===== src/rtl/arm_mem_pkg.sv =====
// arm_mem_pkg: shared state encoding, grant owners and word width for the ARM SRAM arbiter
package arm_mem_pkg;
   localparam int WORD_W = 32;
   typedef enum logic [1:0] {S_IDLE = 2'd0, S_ACCESS = 2'd1, S_DONE = 2'd2} state_t;
   localparam logic GRANT_IF = 1'b0;
   localparam logic GRANT_MEM = 1'b1;
endpackage


===== src/rtl/sram_wait_counter.sv =====
// sram_wait_counter: loadable down-counter with zero flag for SRAM wait states
module sram_wait_counter #(
   parameter int W = 4
) (
   input  logic         clk,
   input  logic         rst_n,
   input  logic         load,
   input  logic         dec,
   input  logic [W-1:0] load_val,
   output logic         zero
);
   logic [W-1:0] cnt_q, cnt_d;
   always_comb begin
      cnt_d = load ? load_val : (dec && !zero) ? cnt_q - W'(1) : cnt_q;
   end
   always_ff @(posedge clk) begin
      if (!rst_n) cnt_q <= '0;
      else cnt_q <= cnt_d;
   end
   assign zero = (cnt_q == '0);
endmodule


===== src/rtl/arm_sram_arbiter.sv =====
// arm_sram_arbiter: shares one multi-cycle SRAM between ARM fetch and MEM stages, MEM first
module arm_sram_arbiter
   import arm_mem_pkg::*;
#(
   parameter int ADDR_W      = 18,
   parameter int WAIT_CYCLES = 3
) (
   input  logic              clk,
   input  logic              rst_n,
   input  logic              if_req,
   input  logic [31:0]       if_addr,
   output logic [31:0]       if_rdata,
   output logic              if_ready,
   input  logic              mem_rd,
   input  logic              mem_wr,
   input  logic [31:0]       mem_addr,
   input  logic [31:0]       mem_wdata,
   output logic [31:0]       mem_rdata,
   output logic              mem_ready,
   output logic              pipe_freeze,
   output logic              if_stall,
   output logic [ADDR_W-1:0] sram_addr,
   output logic [31:0]       sram_wdata,
   input  logic [31:0]       sram_rdata,
   output logic              sram_en,
   output logic              sram_we_n
);
   state_t              state_q, state_d;
   logic                owner_q, owner_d;
   logic                wr_q, wr_d;
   logic [ADDR_W-1:0]   addr_q, addr_d;
   logic [WORD_W-1:0]   wdata_q, wdata_d;
   logic [WORD_W-1:0]   if_rdata_q, if_rdata_d;
   logic [WORD_W-1:0]   mem_rdata_q, mem_rdata_d;
   logic                mem_req, grant, cap, zero;
   logic                unused_addr_bits;
   always_comb begin
      mem_req     = mem_rd | mem_wr;
      grant       = (state_q == S_IDLE) && (mem_req || if_req);
      cap         = (state_q == S_ACCESS) && zero;
      state_d     = (state_q == S_IDLE) ? (grant ? S_ACCESS : S_IDLE) :
                    (state_q == S_ACCESS) ? (zero ? S_DONE : S_ACCESS) : S_IDLE;
      owner_d     = grant ? (mem_req ? GRANT_MEM : GRANT_IF) : owner_q;
      wr_d        = grant ? (mem_req && mem_wr) : wr_q;
      addr_d      = grant ? (mem_req ? mem_addr[ADDR_W+1:2] : if_addr[ADDR_W+1:2]) : addr_q;
      wdata_d     = grant ? mem_wdata : wdata_q;
      if_rdata_d  = (cap && owner_q == GRANT_IF) ? sram_rdata : if_rdata_q;
      mem_rdata_d = (cap && owner_q == GRANT_MEM) ? sram_rdata : mem_rdata_q;
   end
   always_ff @(posedge clk) begin
      if (!rst_n) begin
         state_q     <= S_IDLE;
         owner_q     <= GRANT_IF;
         wr_q        <= 1'b0;
         addr_q      <= '0;
         wdata_q     <= '0;
         if_rdata_q  <= '0;
         mem_rdata_q <= '0;
      end else begin
         state_q     <= state_d;
         owner_q     <= owner_d;
         wr_q        <= wr_d;
         addr_q      <= addr_d;
         wdata_q     <= wdata_d;
         if_rdata_q  <= if_rdata_d;
         mem_rdata_q <= mem_rdata_d;
      end
   end
   sram_wait_counter #(.W(4)) u_wait (
      .clk     (clk),
      .rst_n   (rst_n),
      .load    (grant),
      .dec     (state_q == S_ACCESS),
      .load_val(4'(WAIT_CYCLES - 1)),
      .zero    (zero)
   );
   assign sram_en     = (state_q == S_ACCESS);
   assign sram_we_n   = !(sram_en && wr_q);
   assign sram_addr   = addr_q;
   assign sram_wdata  = wdata_q;
   assign if_ready    = (state_q == S_DONE) && (owner_q == GRANT_IF);
   assign mem_ready   = (state_q == S_DONE) && (owner_q == GRANT_MEM);
   assign if_rdata    = if_rdata_q;
   assign mem_rdata   = mem_rdata_q;
   assign pipe_freeze = mem_req & ~mem_ready;
   assign if_stall    = if_req & ~if_ready;
   assign unused_addr_bits = ^{if_addr[31:ADDR_W+2], if_addr[1:0], mem_addr[31:ADDR_W+2], mem_addr[1:0]};
endmodule


===== config.mk =====
export PLATFORM = sky130hd
export DESIGN_NAME = arm_sram_arbiter
export DESIGN_NICKNAME = d
export VERILOG_FILES = /design/src/rtl/arm_mem_pkg.sv /design/src/rtl/sram_wait_counter.sv /design/src/rtl/arm_sram_arbiter.sv
export SDC_FILE = /design/constraint.sdc
export NUM_CORES = 1
export LEC_CHECK = 0
export CAP_MARGIN = 20
export CORE_AREA = 5 5 116 118
export DETAILED_ROUTE_END_ITERATION = 6
export DIE_AREA = 0 0 121 123
export GPL_TIMING_DRIVEN = 0
export PLACE_DENSITY_LB_ADDON = 0.08
export SKIP_LAST_GASP = 1
export SYNTH_ARGS = -nofsm -noshare
export SYNTH_HDL_FRONTEND = slang
export SYNTH_HIERARCHICAL = 1
export SYNTH_SLANG_ARGS = --single-unit

===== constraint.sdc =====
create_clock -name clk -period 2.1 [get_ports clk]
set_input_delay 0.21 -clock clk [delete_from_list [all_inputs] [get_ports clk]]
set_output_delay 0.21 -clock clk [all_outputs]
set_load 0.01 [all_outputs]

# Yosys cells after proc, flatten, opt, wreduce, memory -nomap -nowiden
# Cells that the tools add are included.
# W data, S select, Z words.
dict set report op_classes {
  n_addsub 1
  eq_ne 2
  mux 8
  n_bitwise 7
  n_reduce_logical 16
}
# cell n
set op_table {}
lappend op_table {{$mux W18} 1}
lappend op_table {{$mux W2} 5}
lappend op_table {{$logic_and A1 B1 Y1} 9}
lappend op_table {{$logic_not A4 Y1} 1}
lappend op_table {{$not A1 Y1} 4}
lappend op_table {{$sub A4 B1 Y4 const B} 1}
lappend op_table {{$and A1 B1 Y1} 2}
lappend op_table {{$eq A2 B1 Y1 const B} 1}
lappend op_table {{$eq A2 B2 Y1 const B} 1}
lappend op_table {{$logic_not A1 Y1} 2}
lappend op_table {{$logic_not A2 Y1} 1}
lappend op_table {{$mux W1} 2}
lappend op_table {{$reduce_bool A2 Y1} 1}
lappend op_table {{$reduce_or A2 Y1} 1}
lappend op_table {{$logic_or A1 B1 Y1} 1}
lappend op_table {{$or A1 B1 Y1} 1}
dict set report totals {
  reg_bits 122
  in_bits 133
  output_inout_bits 120
  elab_cells 43
}

# Depth between registers and ports, before layout
dict set report depth {
  word_depth 5
  depth_mapped 9
  ltp_nobuf 7
}

# Hierarchy
# Netlist, hierarchy kept.
# module instances cells_per_inst area_each_um2 seq_area_each_um2
set modules_own_cells {}
lappend modules_own_cells {arm_sram_arbiter 1 518 4570.6 2362.3}
lappend modules_own_cells {sram_wait_counter 1 31 257.7 80.1}

# Least setup slack after synthesis
# Ideal clock, no wire load.
dict set report synth_timing {
  path_kind {flip-flop to flip-flop}
  start {register u_wait.cnt_q[0]}
  end {register mem_rdata_q[10], in the netlist mem_rdata[10]}
  arrival_ps 1709
  required_time_ps 1975
  path_slack_ps 266
  stages_incl_launch_ff 9
  path_buffers 1
  synth_period_minus_slack_ps 1834
  path_cell_list {dfxtp_1 -> inv_1 -> ha_1 -> or3b_4 -> clkinv_2 -> nand4b_1 -> clkbuf_1 -> nand3_1 -> o21ai_0}
}
dict set report synth_via {
  elab_chain_cells 3
}
# element line_no
set synth_rtl {}
lappend synth_rtl {{start: declaration} sram_wait_counter.sv:12} ;# logic [W-1:0] cnt_q, cnt_d;
lappend synth_rtl {{start signal: assignment} sram_wait_counter.sv:18} ;# else cnt_q <= cnt_d;
lappend synth_rtl {{$logic_not A4 Y1} sram_wait_counter.sv:20} ;# assign zero = (cnt_q == '0);
lappend synth_rtl {{via zero} arm_sram_arbiter.sv:35} ;# logic mem_req, grant, cap, zero;
lappend synth_rtl {{$logic_and A1 B1 Y1} arm_sram_arbiter.sv:40} ;# cap = (state_q == S_ACCESS) && zero;
lappend synth_rtl {{$logic_and A1 B1 Y1} arm_sram_arbiter.sv:48} ;# mem_rdata_d = (cap && owner_q == GRANT_MEM) ? sram_rdata : mem_rdata_q;
lappend synth_rtl {{end signal: assignment} arm_sram_arbiter.sv:66} ;# mem_rdata_q <= mem_rdata_d;
lappend synth_rtl {{end: declaration} arm_sram_arbiter.sv:34} ;# logic [WORD_W-1:0] mem_rdata_q, mem_rdata_d;
# The timed path passes the listed nets, and every way through them passes these cells.
# A chain may end at the register's enable or synchronous reset.

# Worst setup path in the final report
dict set report layout_timing {
  start {input port mem_rd}
  end {output port pipe_freeze}
}
dict set report layout_via {
  elab_chain_cells 2
}
# element line_no
set layout_rtl {}
lappend layout_rtl {{start: declaration} arm_sram_arbiter.sv:14} ;# input logic mem_rd,
lappend layout_rtl {{$or A1 B1 Y1} arm_sram_arbiter.sv:38} ;# mem_req = mem_rd | mem_wr;
lappend layout_rtl {{$and A1 B1 Y1} arm_sram_arbiter.sv:85} ;# assign pipe_freeze = mem_req & ~mem_ready;
lappend layout_rtl {{end: declaration} arm_sram_arbiter.sv:20} ;# output logic pipe_freeze,
# No other way between the ends.

==> results_dict.tcl <==
set metrics [dict create \
    antenna_found_initial 0 \
    yosys-top-cells-count "dfxtp_1, nand2_1, o21ai_0" \
    hp-class "primary input to flop" \
    final.period_utilization_pct 95.7 \
    dieArea_mm2 0.0149 \
    reg2reg_depth 9 \
    grt_util_all_layers_pct 20.9 \
    pin_count 253 \
    yosysTopAreaCell "dfxtp_1" \
    slew_viol_final 0 \
    holdPathEnd "sram_wdata[17]" \
    synth-seq-cells 122 \
    drtIter0Drc 382 \
    netlist_instances 549 \
    coreArea_mm2 0.0124 \
    clk_latency_ps 410 \
    syn_area_per_cell_um2 8.79 \
    vias 4941 \
    portBuffers 224 \
    cts_sinks 122 \
    drcViolationCount 0 \
    path_cells "clkdlybuf4s50_1, clkbuf_4, nor2_4, buf_4, nor2_1, clkdlybuf4s50_1" \
    clockRootBuffer "clkbuf_16" \
    r2r-start "u_wait/cnt_q[0]" \
    whs_ps 352 \
    fmax_mhz 498 \
    slowest_delay_ps 540 \
    synth_top_area_share_pct 50.6 \
    slowest_stage "clkdlybuf4s50_1" \
    finalInstanceArea_mm2 0.00793 \
    gp_congestion 0.835 \
    drive_gt1_share_pct 10.1 \
    grt_pass1_vias 4907 \
    ys_types 36 \
    vias_per_cell 5.03 \
    synth_most_common_cell "dfxtp_1" \
    htreeDepth 4 \
    min_delay_path_depth 3 \
    fin_worst_skew_ps 4.94 \
    ant_nets 0 \
    place_area_mm2 0.00729 \
    clockBufferDepth 2 \
    status "complete, no violations" \
    crit_type "primary input to output port" \
    num_antenna_cells 0 \
    grt_pass1_wl_um 24500 \
    worstSetupEndpointType "output port" \
    synthesis.area_mm2 0.00483 \
    cts-buffers-inserted 17 \
    rsz0062_at_grt "yes" \
    synth_edf_count 0 \
    grt_overflow 0 \
    ys.flop_type "dfxtp_1" \
    r2r_slack_ps 120 \
    power_leakage_nw 3.02 \
    dp_hpwl_um 11700 \
    period_minus_slack_ps 2010 \
    cp-start-kind "primary input" \
    synthTopCellsByArea "dfxtp_1, nand2_1, o21ai_0" \
    reg2reg_to "if_rdata[8]" \
    crit_cells 6 \
    slew_headroom_pct 53.1 \
    critPathBufInv 4 \
    max-cap-violations 0 \
    cp_common_cell "clkdlybuf4s50_1" \
    die_h_um 123 \
    grt_max_degree 17 \
    fp.dieW_um 121 \
    crit_family "buffers and inverters" \
    area_growth_pct 64.1 \
    crit_required_ps 1890 \
    hold_start "mem_wdata[17]" \
    powerDensity_mw_per_mm2 877 \
    drt-wirelength-per-cell_um 16.2 \
    path_clk_slew_ps 50 \
    yosys_warnings 6 \
    cts_tree "built" \
    initial_core_util_pct 39.1 \
    ir_drop_mv 0.532 \
    final_nets 934 \
    yosysSeqAreaShare_pct 50.6 \
    hold_violations 0 \
    async_reset_ff_share_pct 0 \
    cp.arrival_ps 1800 \
    num_rows 41 \
    setup-violations-final 0 \
    critPathMaxFanout 10 \
    worst_pin_slew_ps 703 \
    firstDrtPassIters 5 \
    wirelength_um 15900 \
]
## stage by stage
stage	setup WS (ps)	utilization (%)	TNS (ps)	power, mW	instances
3_5_place_dp	-219	59.0	-8300	4.25	947
6_report	90.7	64.1	0	6.95	983
2_1_floorplan	266	-	0	3.45	551
5_1_grt	-3.55	64.1	-3.55	7.26	983
3_3_place_gp	-202	59.0	-7080	4.22	947
4_1_cts	15.5	63.7	0	7.00	980
## layer usage
metal	up-vias	GRT usage (%)	wire length, um	share of wire (%)
met5	-	0	0	0
met2	187	32.8	7530	47
met3	30	7.50	1330	8.4
li1	2416	-	-	-
met4	0	8.43	358	2.3
met1	2308	26.2	6660	42
## power by group
group | total [mW] | internal [mW] | switching (mW)
clock network | 2.72 | 1.74 | 0.981
registers | 2.68 | 2.54 | 0.135
logic | 1.55 | 0.825 | 0.725
total | 6.95 | 5.11 | 1.84
## how the worst max path moves through the flow
stage | start | end | slack [ps]
finish | mem_rd | pipe_freeze | 90
global route | state_q[0] | sram_en | -4
CTS | u_wait/cnt_q[0] | if_rdata[13] | 20
detailed placement | u_wait/cnt_q[0] | mem_rdata[28] | -220
global placement | u_wait/cnt_q[0] | mem_rdata[17] | -200
floorplan | u_wait/cnt_q[0] | mem_rdata[10] | 270
## worst min-delay path, stage by stage
cell	delay [ps]
clkdlybuf4s50_1	390
nand2_1	50
mux2i_1	50
## timing repair
action / CTS / global route
endpoints found under the setup margin: 35 / 65
pin swaps: 0 / 1
hold buffers: 0 / 0
setup buffers: 3 / 4
hold endpoints to repair: 0 / 0
resized for setup: 4 / 19
## state kept, by name, summed over array words and instances, names as in the netlist
register,flops
sram_wdata,32
owner_q,1
if_rdata,32
wr_q,1
u_wait/cnt_q,4
state_q,2
sram_addr,18
mem_rdata,32
## final cells by class
cell class,instances,area (um^2)
Buffer,46,239
Clock buffer,20,447
Clock inverter,10,103
Fill cell,1067,4440
Inverter,8,33.8
Multi-Input combinational cell,374,2150
Sequential cell,122,2440
Tap cell,172,215
Timing Repair Buffer,231,2290
## cells by family (layout without fill, tap and decap cells)
kind of cell,after synthesis,in the layout,synth area share (%)
flops,122,122,50.6
mux,33,33,6.84
buf+inv,55,315,5.39
fa+ha+maj,1,1,0.259
other cells,2,4,0.156
compound gates,131,131,17.6
simple gates,205,205,19.2
## layout by cell type, fill, tap and decap left out, drive strengths merged
master | synthesis | layout
buf | 16 | 21
nor3b | 1 | 1
mux2i | 33 | 33
ha | 1 | 1
and4b | 1 | 1
nor2b | 2 | 2
a21bo | 1 | 1
clkinv | 1 | 8
o2111ai | 1 | 1
bufinv | 0 | 2
or3b | 1 | 1
or3 | 1 | 1
nand2b | 1 | 1
nand3 | 67 | 67
inv | 7 | 7
nor4b | 1 | 1
nand4 | 1 | 1
clkbuf | 31 | 52
nor2 | 6 | 6
and3 | 1 | 1
a21oi | 23 | 23
clkinvlp | 0 | 1
dfxtp | 122 | 122
clkdlybuf4s50 | 0 | 224
conb | 2 | 4
nand4b | 1 | 1
nand4bb | 1 | 1
nand2 | 119 | 119
a311oi | 19 | 19
o21ai | 86 | 86
o32ai | 1 | 1
and3b | 1 | 1
No activity file was read; power rests on OpenSTA's default activity.
